$ cat src/rtl/pic_command_word_sequencer_pkg.sv
// 8259A command word sequencer: shared state enum and field bit indices.
// Used by the sequencer top and its OCW decoder.
package pic_pkg;

  typedef enum logic [2:0] {
    UNINIT,
    WAIT_ICW2,
    WAIT_ICW3,
    WAIT_ICW4,
    READY
  } sequencer_state_t;

  localparam int unsigned ICW1_LTIM = 3;
  localparam int unsigned ICW1_SNGL = 1;
  localparam int unsigned ICW1_IC4  = 0;

  localparam int unsigned ICW4_SFNM = 4;
  localparam int unsigned ICW4_BUF  = 3;
  localparam int unsigned ICW4_MS   = 2;
  localparam int unsigned ICW4_AEOI = 1;
  localparam int unsigned ICW4_UPM  = 0;

  localparam int unsigned OCW2_R   = 7;
  localparam int unsigned OCW2_SL  = 6;
  localparam int unsigned OCW2_EOI = 5;

  localparam int unsigned OCW3_ESMM = 6;
  localparam int unsigned OCW3_SMM  = 5;
  localparam int unsigned OCW3_P    = 2;
  localparam int unsigned OCW3_RR   = 1;
  localparam int unsigned OCW3_RIS  = 0;

endpackage

$ cat src/rtl/pic_command_word_sequencer_if.sv
// Command word sequencer bus: write strobes and data in,
// configuration registers and command pulses out.
interface pic_command_word_sequencer_if;
  logic [7:0] internal_data_bus;
  logic       write_initial_command_word_1;
  logic       write_initial_command_word_2_4;
  logic       write_operation_control_word_1;
  logic       write_operation_control_word_2;
  logic       write_operation_control_word_3;

  logic       init_done;
  logic       level_or_edge_n;
  logic       single_mode;
  logic [4:0] vector_base;
  logic [7:0] cascade_config;
  logic       auto_eoi;
  logic       special_fully_nested;
  logic       buffered_mode;
  logic       buffered_master;
  logic       mode_8086;
  logic [7:0] interrupt_mask;
  logic       eoi_pulse;
  logic       specific_eoi_pulse;
  logic       set_priority_pulse;
  logic       rotate_on_eoi;
  logic       auto_rotate;
  logic [2:0] ocw2_level;
  logic       read_isr_select;
  logic       poll_pulse;
  logic       special_mask_mode;

  modport master (
    output internal_data_bus,
    output write_initial_command_word_1,
    output write_initial_command_word_2_4,
    output write_operation_control_word_1,
    output write_operation_control_word_2,
    output write_operation_control_word_3,
    input  init_done, level_or_edge_n, single_mode,
    input  vector_base, cascade_config,
    input  auto_eoi, special_fully_nested,
    input  buffered_mode, buffered_master, mode_8086,
    input  interrupt_mask,
    input  eoi_pulse, specific_eoi_pulse,
    input  set_priority_pulse, rotate_on_eoi,
    input  auto_rotate, ocw2_level,
    input  read_isr_select, poll_pulse,
    input  special_mask_mode
  );

  modport slave (
    input  internal_data_bus,
    input  write_initial_command_word_1,
    input  write_initial_command_word_2_4,
    input  write_operation_control_word_1,
    input  write_operation_control_word_2,
    input  write_operation_control_word_3,
    output init_done, level_or_edge_n, single_mode,
    output vector_base, cascade_config,
    output auto_eoi, special_fully_nested,
    output buffered_mode, buffered_master, mode_8086,
    output interrupt_mask,
    output eoi_pulse, specific_eoi_pulse,
    output set_priority_pulse, rotate_on_eoi,
    output auto_rotate, ocw2_level,
    output read_isr_select, poll_pulse,
    output special_mask_mode
  );
endinterface

$ cat src/rtl/pic_command_word_sequencer_ocw_decoder.sv
// OCW2/OCW3 field decode into command pulses and register enables.
// SMM outputs exist only with SPECIAL_MASK_MODE_EN.
module pic_ocw_decoder
  import pic_pkg::*;
(
  input  logic [7:0] data,
  input  logic       ocw2_en,
  input  logic       ocw3_en,
  output logic       eoi,
  output logic       specific_eoi,
  output logic       set_priority,
  output logic       rotate,
  output logic       auto_rotate_set,
  output logic       auto_rotate_clr,
  output logic       poll,
  output logic       isr_load,
  output logic       isr_value
`ifdef SPECIAL_MASK_MODE_EN
  ,
  output logic       smm_load,
  output logic       smm_value
`endif
);

  logic [2:0] cmd;
  logic       unused_bits;

  assign cmd = {data[OCW2_R], data[OCW2_SL], data[OCW2_EOI]};
  assign unused_bits = ^data[4:3];

  always_comb begin
    eoi             = 1'b0;
    specific_eoi    = 1'b0;
    set_priority    = 1'b0;
    rotate          = 1'b0;
    auto_rotate_set = 1'b0;
    auto_rotate_clr = 1'b0;
    if (ocw2_en) begin
      unique case (cmd)
        3'b001: eoi = 1'b1;
        3'b011: specific_eoi = 1'b1;
        3'b101: begin
          eoi    = 1'b1;
          rotate = 1'b1;
        end
        3'b111: begin
          specific_eoi = 1'b1;
          rotate       = 1'b1;
        end
        3'b100: auto_rotate_set = 1'b1;
        3'b000: auto_rotate_clr = 1'b1;
        3'b110: set_priority = 1'b1;
        default: ;
      endcase
    end
  end

  // Poll takes precedence over a register-read select in the same byte
  always_comb begin
    poll      = 1'b0;
    isr_load  = 1'b0;
    isr_value = data[OCW3_RIS];
    if (ocw3_en) begin
      unique case (1'b1)
        data[OCW3_P]:  poll = 1'b1;
        data[OCW3_RR]: isr_load = 1'b1;
        default: ;
      endcase
    end
  end

`ifdef SPECIAL_MASK_MODE_EN
  assign smm_load  = ocw3_en & data[OCW3_ESMM];
  assign smm_value = data[OCW3_SMM];
`endif

endmodule

$ cat src/rtl/pic_command_word_sequencer.sv
// 8259A ICW/OCW sequencer and configuration register file.
// Define SPECIAL_MASK_MODE_EN to build the OCW3 special mask mode flop.
module pic_command_word_sequencer
  import pic_pkg::*;
#(
  parameter int IRQ_COUNT = 8,
  parameter logic [IRQ_COUNT-1:0] MASK_RESET = '0
) (
  input logic clock,
  input logic reset,
  pic_command_word_sequencer_if.slave bus
);

  sequencer_state_t state;
  logic             ic4_q;
  logic             icw1;
  logic             ocw2_en;
  logic             ocw3_en;
  logic [7:0]       data;

  logic dec_eoi;
  logic dec_seoi;
  logic dec_setp;
  logic dec_rot;
  logic dec_ar_set;
  logic dec_ar_clr;
  logic dec_poll;
  logic dec_isr_load;
  logic dec_isr_value;

  assign data    = bus.internal_data_bus;
  assign icw1    = bus.write_initial_command_word_1;
  assign ocw2_en = bus.write_operation_control_word_2
                 & (state == READY) & ~icw1;
  assign ocw3_en = bus.write_operation_control_word_3
                 & (state == READY) & ~icw1;

  assign bus.init_done = (state == READY);

`ifdef SPECIAL_MASK_MODE_EN
  logic dec_smm_load;
  logic dec_smm_value;
`endif

  pic_ocw_decoder u_dec (
    .data            (data),
    .ocw2_en         (ocw2_en),
    .ocw3_en         (ocw3_en),
    .eoi             (dec_eoi),
    .specific_eoi    (dec_seoi),
    .set_priority    (dec_setp),
    .rotate          (dec_rot),
    .auto_rotate_set (dec_ar_set),
    .auto_rotate_clr (dec_ar_clr),
    .poll            (dec_poll),
    .isr_load        (dec_isr_load),
    .isr_value       (dec_isr_value)
`ifdef SPECIAL_MASK_MODE_EN
    ,
    .smm_load        (dec_smm_load),
    .smm_value       (dec_smm_value)
`endif
  );

  always_ff @(posedge clock) begin
    if (reset) begin
      state                    <= UNINIT;
      ic4_q                    <= 1'b0;
      bus.level_or_edge_n      <= 1'b0;
      bus.single_mode          <= 1'b0;
      bus.vector_base          <= '0;
      bus.cascade_config       <= '0;
      bus.auto_eoi             <= 1'b0;
      bus.special_fully_nested <= 1'b0;
      bus.buffered_mode        <= 1'b0;
      bus.buffered_master      <= 1'b0;
      bus.mode_8086            <= 1'b0;
      bus.interrupt_mask       <= MASK_RESET;
      bus.eoi_pulse            <= 1'b0;
      bus.specific_eoi_pulse   <= 1'b0;
      bus.set_priority_pulse   <= 1'b0;
      bus.rotate_on_eoi        <= 1'b0;
      bus.auto_rotate          <= 1'b0;
      bus.ocw2_level           <= '0;
      bus.read_isr_select      <= 1'b0;
      bus.poll_pulse           <= 1'b0;
    end else begin
      bus.eoi_pulse          <= dec_eoi;
      bus.specific_eoi_pulse <= dec_seoi;
      bus.set_priority_pulse <= dec_setp;
      bus.rotate_on_eoi      <= dec_rot;
      bus.poll_pulse         <= dec_poll;
      if (icw1) begin
        state                    <= WAIT_ICW2;
        ic4_q                    <= data[ICW1_IC4];
        bus.level_or_edge_n      <= data[ICW1_LTIM];
        bus.single_mode          <= data[ICW1_SNGL];
        bus.interrupt_mask       <= MASK_RESET;
        bus.auto_eoi             <= 1'b0;
        bus.special_fully_nested <= 1'b0;
        bus.buffered_mode        <= 1'b0;
        bus.buffered_master      <= 1'b0;
        bus.mode_8086            <= 1'b0;
        bus.auto_rotate          <= 1'b0;
        bus.read_isr_select      <= 1'b0;
      end else begin
        unique case (state)
          WAIT_ICW2: if (bus.write_initial_command_word_2_4) begin
            bus.vector_base <= data[7:3];
            state <= !bus.single_mode ? WAIT_ICW3
                   : ic4_q            ? WAIT_ICW4
                   :                    READY;
          end
          WAIT_ICW3: if (bus.write_initial_command_word_2_4) begin
            bus.cascade_config <= data;
            state <= ic4_q ? WAIT_ICW4 : READY;
          end
          WAIT_ICW4: if (bus.write_initial_command_word_2_4) begin
            bus.special_fully_nested <= data[ICW4_SFNM];
            bus.buffered_mode        <= data[ICW4_BUF];
            bus.buffered_master      <= data[ICW4_MS];
            bus.auto_eoi             <= data[ICW4_AEOI];
            bus.mode_8086            <= data[ICW4_UPM];
            state                    <= READY;
          end
          READY: begin
            if (bus.write_operation_control_word_1)
              bus.interrupt_mask <= data;
            if (ocw2_en)
              bus.ocw2_level <= data[2:0];
            if (dec_ar_set)
              bus.auto_rotate <= 1'b1;
            else if (dec_ar_clr)
              bus.auto_rotate <= 1'b0;
            if (dec_isr_load)
              bus.read_isr_select <= dec_isr_value;
          end
          default: ;
        endcase
      end
    end
  end

`ifdef SPECIAL_MASK_MODE_EN
  always_ff @(posedge clock) begin
    if (reset || icw1)
      bus.special_mask_mode <= 1'b0;
    else if (dec_smm_load)
      bus.special_mask_mode <= dec_smm_value;
  end
`else
  assign bus.special_mask_mode = 1'b0;
`endif

endmodule

$ cat src/flat_wrapper.sv
// flat-port wrapper written by rule: the top's interface ports become plain ports
module pic_command_word_sequencer_flat import pic_pkg::*;
#(
  parameter int IRQ_COUNT = 8,
  parameter logic [IRQ_COUNT-1:0] MASK_RESET = '0
)
  (clock, reset, bus_internal_data_bus, bus_write_initial_command_word_1, bus_write_initial_command_word_2_4, bus_write_operation_control_word_1, bus_write_operation_control_word_2, bus_write_operation_control_word_3, bus_init_done, bus_level_or_edge_n, bus_single_mode, bus_vector_base, bus_cascade_config, bus_auto_eoi, bus_special_fully_nested, bus_buffered_mode, bus_buffered_master, bus_mode_8086, bus_interrupt_mask, bus_eoi_pulse, bus_specific_eoi_pulse, bus_set_priority_pulse, bus_rotate_on_eoi, bus_auto_rotate, bus_ocw2_level, bus_read_isr_select, bus_poll_pulse, bus_special_mask_mode);
  pic_command_word_sequencer_if bus_i ();
  input logic clock;
  input logic reset;
  input wire logic [$bits(bus_i.internal_data_bus)-1:0] bus_internal_data_bus;
  input wire logic [$bits(bus_i.write_initial_command_word_1)-1:0] bus_write_initial_command_word_1;
  input wire logic [$bits(bus_i.write_initial_command_word_2_4)-1:0] bus_write_initial_command_word_2_4;
  input wire logic [$bits(bus_i.write_operation_control_word_1)-1:0] bus_write_operation_control_word_1;
  input wire logic [$bits(bus_i.write_operation_control_word_2)-1:0] bus_write_operation_control_word_2;
  input wire logic [$bits(bus_i.write_operation_control_word_3)-1:0] bus_write_operation_control_word_3;
  output wire logic [$bits(bus_i.init_done)-1:0] bus_init_done;
  output wire logic [$bits(bus_i.level_or_edge_n)-1:0] bus_level_or_edge_n;
  output wire logic [$bits(bus_i.single_mode)-1:0] bus_single_mode;
  output wire logic [$bits(bus_i.vector_base)-1:0] bus_vector_base;
  output wire logic [$bits(bus_i.cascade_config)-1:0] bus_cascade_config;
  output wire logic [$bits(bus_i.auto_eoi)-1:0] bus_auto_eoi;
  output wire logic [$bits(bus_i.special_fully_nested)-1:0] bus_special_fully_nested;
  output wire logic [$bits(bus_i.buffered_mode)-1:0] bus_buffered_mode;
  output wire logic [$bits(bus_i.buffered_master)-1:0] bus_buffered_master;
  output wire logic [$bits(bus_i.mode_8086)-1:0] bus_mode_8086;
  output wire logic [$bits(bus_i.interrupt_mask)-1:0] bus_interrupt_mask;
  output wire logic [$bits(bus_i.eoi_pulse)-1:0] bus_eoi_pulse;
  output wire logic [$bits(bus_i.specific_eoi_pulse)-1:0] bus_specific_eoi_pulse;
  output wire logic [$bits(bus_i.set_priority_pulse)-1:0] bus_set_priority_pulse;
  output wire logic [$bits(bus_i.rotate_on_eoi)-1:0] bus_rotate_on_eoi;
  output wire logic [$bits(bus_i.auto_rotate)-1:0] bus_auto_rotate;
  output wire logic [$bits(bus_i.ocw2_level)-1:0] bus_ocw2_level;
  output wire logic [$bits(bus_i.read_isr_select)-1:0] bus_read_isr_select;
  output wire logic [$bits(bus_i.poll_pulse)-1:0] bus_poll_pulse;
  output wire logic [$bits(bus_i.special_mask_mode)-1:0] bus_special_mask_mode;
  assign bus_i.internal_data_bus = bus_internal_data_bus;
  assign bus_i.write_initial_command_word_1 = bus_write_initial_command_word_1;
  assign bus_i.write_initial_command_word_2_4 = bus_write_initial_command_word_2_4;
  assign bus_i.write_operation_control_word_1 = bus_write_operation_control_word_1;
  assign bus_i.write_operation_control_word_2 = bus_write_operation_control_word_2;
  assign bus_i.write_operation_control_word_3 = bus_write_operation_control_word_3;
  assign bus_init_done = bus_i.init_done;
  assign bus_level_or_edge_n = bus_i.level_or_edge_n;
  assign bus_single_mode = bus_i.single_mode;
  assign bus_vector_base = bus_i.vector_base;
  assign bus_cascade_config = bus_i.cascade_config;
  assign bus_auto_eoi = bus_i.auto_eoi;
  assign bus_special_fully_nested = bus_i.special_fully_nested;
  assign bus_buffered_mode = bus_i.buffered_mode;
  assign bus_buffered_master = bus_i.buffered_master;
  assign bus_mode_8086 = bus_i.mode_8086;
  assign bus_interrupt_mask = bus_i.interrupt_mask;
  assign bus_eoi_pulse = bus_i.eoi_pulse;
  assign bus_specific_eoi_pulse = bus_i.specific_eoi_pulse;
  assign bus_set_priority_pulse = bus_i.set_priority_pulse;
  assign bus_rotate_on_eoi = bus_i.rotate_on_eoi;
  assign bus_auto_rotate = bus_i.auto_rotate;
  assign bus_ocw2_level = bus_i.ocw2_level;
  assign bus_read_isr_select = bus_i.read_isr_select;
  assign bus_poll_pulse = bus_i.poll_pulse;
  assign bus_special_mask_mode = bus_i.special_mask_mode;
  pic_command_word_sequencer #(.IRQ_COUNT(IRQ_COUNT), .MASK_RESET(MASK_RESET)) u_core (.clock(clock), .reset(reset), .bus(bus_i));
endmodule
$ cat config.mk
export PLATFORM = sky130hd
export DESIGN_NAME = pic_command_word_sequencer_flat
export DESIGN_NICKNAME = d
export VERILOG_FILES = /design/src/rtl/pic_command_word_sequencer_pkg.sv /design/src/rtl/pic_command_word_sequencer_if.sv /design/src/rtl/pic_command_word_sequencer_ocw_decoder.sv /design/src/rtl/pic_command_word_sequencer.sv /design/src/flat_wrapper.sv
export SDC_FILE = /design/constraint.sdc
export NUM_CORES = 1
export LEC_CHECK = 0
export CAP_MARGIN = 0
export CORE_ASPECT_RATIO = 0.5
export CORE_MARGIN = 10
export CORE_UTILIZATION = 49
export DETAILED_ROUTE_END_ITERATION = 8
export MAX_ROUTING_LAYER = met4
export PLACE_DENSITY_LB_ADDON = 0.05
export SETUP_SLACK_MARGIN = 0.4
export SLEW_MARGIN = 20
export SYNTH_ARGS = -nofsm -noshare
export SYNTH_HDL_FRONTEND = slang
export SYNTH_SLANG_ARGS = --single-unit
export TNS_END_PERCENT = 1
$ cat constraint.sdc
create_clock -name clock -period 3.79 [get_ports clock]
set_input_delay 0.379 -clock clock [delete_from_list [all_inputs] [get_ports clock]]
set_output_delay 0.379 -clock clock [all_outputs]
set_load 0.03 [all_outputs]
==> results.yml <==
outcome:
  status: "complete, no violations"
critical_path:
  critPathCapture: "bus_init_done"
  r2r-end: "u_core.bus.cascade_config[5]"
  worstPathArrival_ps: 1680
  crit_chain: "nor3b_1, clkdlybuf4s50_1"
  rr_worst_depth: 3
  critPathLaunchType: "flip-flop"
  path_delay_family: "buffers and inverters"
  crit_cells: 2
  cpMaxStageDelayCell: "clkdlybuf4s50_1"
  cpPeakStageDelay_ps: 700
  r2r_slack_ps: 2240
  r2r_start: "u_core.state[1]"
  end_kind: "output pin"
  path_max_fanout: 11
  worstPathRequired_ps: 3410
  crit_start: "u_core.state[0]"
  cp_num_buf_inv: 1
  critPathKind: "reg2out"
placed_design:
  globalplace.congestion: 0.761
  dp_cells: 276
  dpl_cell_area_um2: 2300
  place_hpwl_um: 3140
  portBuffers: 53
clocking:
  cts.sinks: 42
  ctsHoldBuffers: 0
  htree_levels: 2
  clock_tree.buffer_depth: 2
  clkSlewWorstSetupHoldPaths_ps: 80
  clk_latency_ps: 290
  numCtsBuffers: 5
  clk_root_buffer_cell: "clkbuf_8"
  cts_setup_buffers: 0
  cts_resized: 0
  cts_tree: "built"
pwr:
  totalPowerFinal_uw: 861
  p_per_area_nw_per_um2: 357
  vdd_drop_max_mv: 0.186
  power.leakage_uw: 0.000892
hold_path:
  hold_start: "u_core.bus.interrupt_mask[7]"
  hold_class: "reg2reg"
cells_and_area:
  fin_cells: 284
  nFillCells: 282
  postLayoutCellArea_um2: 2410
  drive_gt1_share_pct: 8.15
  mostFrequentLayoutCells: "clkdlybuf4s50_1 (53), dfxtp_1 (42), nand2b_1 (27), mux2i_1 (21), nand2_1 (20)"
  final_net_count: 247
  final_common_cell: "clkdlybuf4s50_1"
  area_growth_syn_to_layout_pct: 38.2
  diodes: 0
sta:
  finalSetupViolCount: 0
  min_period_ps: 2060
  rsz0062_at_grt: "no"
  worst_slew_pin_slew_ps: 747
  finalHoldViolations: 0
  fmax_mhz: 485
  finalMaxSlewViolations: 0
  fin_worst_skew_ps: 4.40
  post-route-period-util_pct: 54.4
  holdWs_ps: 451
  relSlewSlack_pct: 50.2
  setup_tns_ps: 0
floorplan:
  initial_utilization_pct: 50.9
  core_um2: 3430
  rows: 15
  die-area_um2: 6500
  dieHeight_um: 62.2
  ios: 55
  die_width_um: 104
detailed_routing:
  viasPerCell: 4.90
  vias: 1391
  drtPass1Iterations: 4
  wl_per_cell_um: 15.0
  ant_nets: 0
  drtIter0Drc: 56
  routed_wl_um: 4250
  drcViolationCount: 0
flow_run:
  maxCapViolCount: 0
logic_synthesis:
  syn-num-nets: 196
  ys_warn_count: 0
  syn_inst: 181
  synth-seq-cells: 42
  yosysUniqueCellTypes: 36
  syn-cell-area_um2: 1750
  syn_avg_cell_area_um2: 9.65
  yosysSeqAreaShare_pct: 48.1
global_routing:
  track_usage_pct: 13.7
  grt_max_degree: 36
  grt_overflow_total: 0
  grt_pass1_vias: 1397
  grt_pass1_wl_um: 7090
  antenna_found_initial: 0
[worst min-delay path by stage]
stage / to / cells after the start
2_1_floorplan: u_core.bus.set_priority_pulse / 1
6_report: u_core.bus.interrupt_mask[7] / 2
3_3_place_gp: u_core.bus.interrupt_mask[7] / 2
3_5_place_dp: u_core.bus.interrupt_mask[1] / 2
5_1_grt: u_core.bus.interrupt_mask[6] / 2
4_1_cts: u_core.bus.interrupt_mask[7] / 2
[cell type report]
class / instances / area [um^2] / share of cell area, %
clock buffer: 8 / 110 / 4.56
inverter: 1 / 3.75 / 0.156
multi-input combinational: 126 / 842 / 34.9
sequential: 42 / 841 / 34.8
tap: 51 / 63.8 / 2.64
timing repair buffer: 56 / 553 / 22.9
[metrics by stage]
step	setup WS (ps)	utilization, %
floorplan	2230	-
CTS	1710	70.3
global placement	1490	67.1
global route	1610	70.3
detailed placement	1430	67.1
finish	1730	70.3
[power by group]
group	switching (uW)	internal, uW	leakage, uW
Clock	150	184	0.0000575
Sequential	6.22	446	0.000339
Combinational	40.9	34.3	0.000495
[sequential cells by signal, summed over array words and instances (netlist names)]
name	cells
u_core.bus.cascade_config	8
u_core.bus.interrupt_mask	8
u_core.bus.vector_base	5
u_core.bus.ocw2_level	3
u_core.state	3
u_core.bus.auto_eoi	1
u_core.bus.auto_rotate	1
u_core.bus.buffered_master	1
u_core.bus.buffered_mode	1
u_core.bus.eoi_pulse	1
u_core.bus.level_or_edge_n	1
u_core.bus.mode_8086	1
u_core.bus.poll_pulse	1
u_core.bus.read_isr_select	1
u_core.bus.rotate_on_eoi	1
u_core.bus.set_priority_pulse	1
u_core.bus.single_mode	1
u_core.bus.special_fully_nested	1
u_core.bus.specific_eoi_pulse	1
u_core.ic4_q	1
[cells by family after synthesis]
kind of cell	synth area share, %
other	0.215
AND/OR/NAND/NOR	29.0
buffers and inverters	4.15
multiplexers	12.0
AO/OA/AOI/OAI	6.45
flip-flops	48.1
[metal layers]
metal  global-route usage, %  wire [um]
met1                    18.2       2140
met2                    19.0       1850
met3                    5.25        247
met4                    3.45         23
met5                       -          0
[tightest hold or removal path, delay by kind of cell, from the launching register on]
kind	cells	cell delay, ps
compound gates	1	50
flops	1	320
simple gates	1	50
[cell usage after synthesis]
library cell / instances / area [um^2]
conb_1: 1 / 3.75
nor3b_1: 1 / 7.51
inv_1: 1 / 3.75
nand2_1: 20 / 75.1
nor4bb_1: 1 / 10.0
clkbuf_1: 3 / 11.3
mux2i_1: 21 / 210
nor4b_4: 1 / 23.8
buf_2: 4 / 20.0
buf_1: 1 / 3.75
nand4b_1: 1 / 8.76
or2_2: 1 / 6.26
o21ai_1: 9 / 45.0
a22o_1: 1 / 8.76
and4b_1: 1 / 10.0
buf_4: 3 / 22.5
nand2b_1: 27 / 169
nand3_1: 15 / 75.1
nor2b_1: 1 / 6.26
nor4b_2: 1 / 15.0
nand3b_1: 1 / 7.51
nor3_1: 1 / 5.00
a21oi_1: 3 / 15.0
and3_1: 1 / 6.26
and2_1: 1 / 6.26
buf_6: 1 / 11.3
nor3_4: 1 / 16.3
dfxtp_1: 42 / 841
a211o_1: 1 / 8.76
o211ai_1: 1 / 7.51
and4bb_1: 1 / 12.5
nor2_1: 6 / 22.5
nor4_2: 1 / 12.5
nand2_4: 1 / 11.3
o21ai_0: 4 / 20.0
a211oi_1: 1 / 7.51
Power figures use the tool's default switching activity.
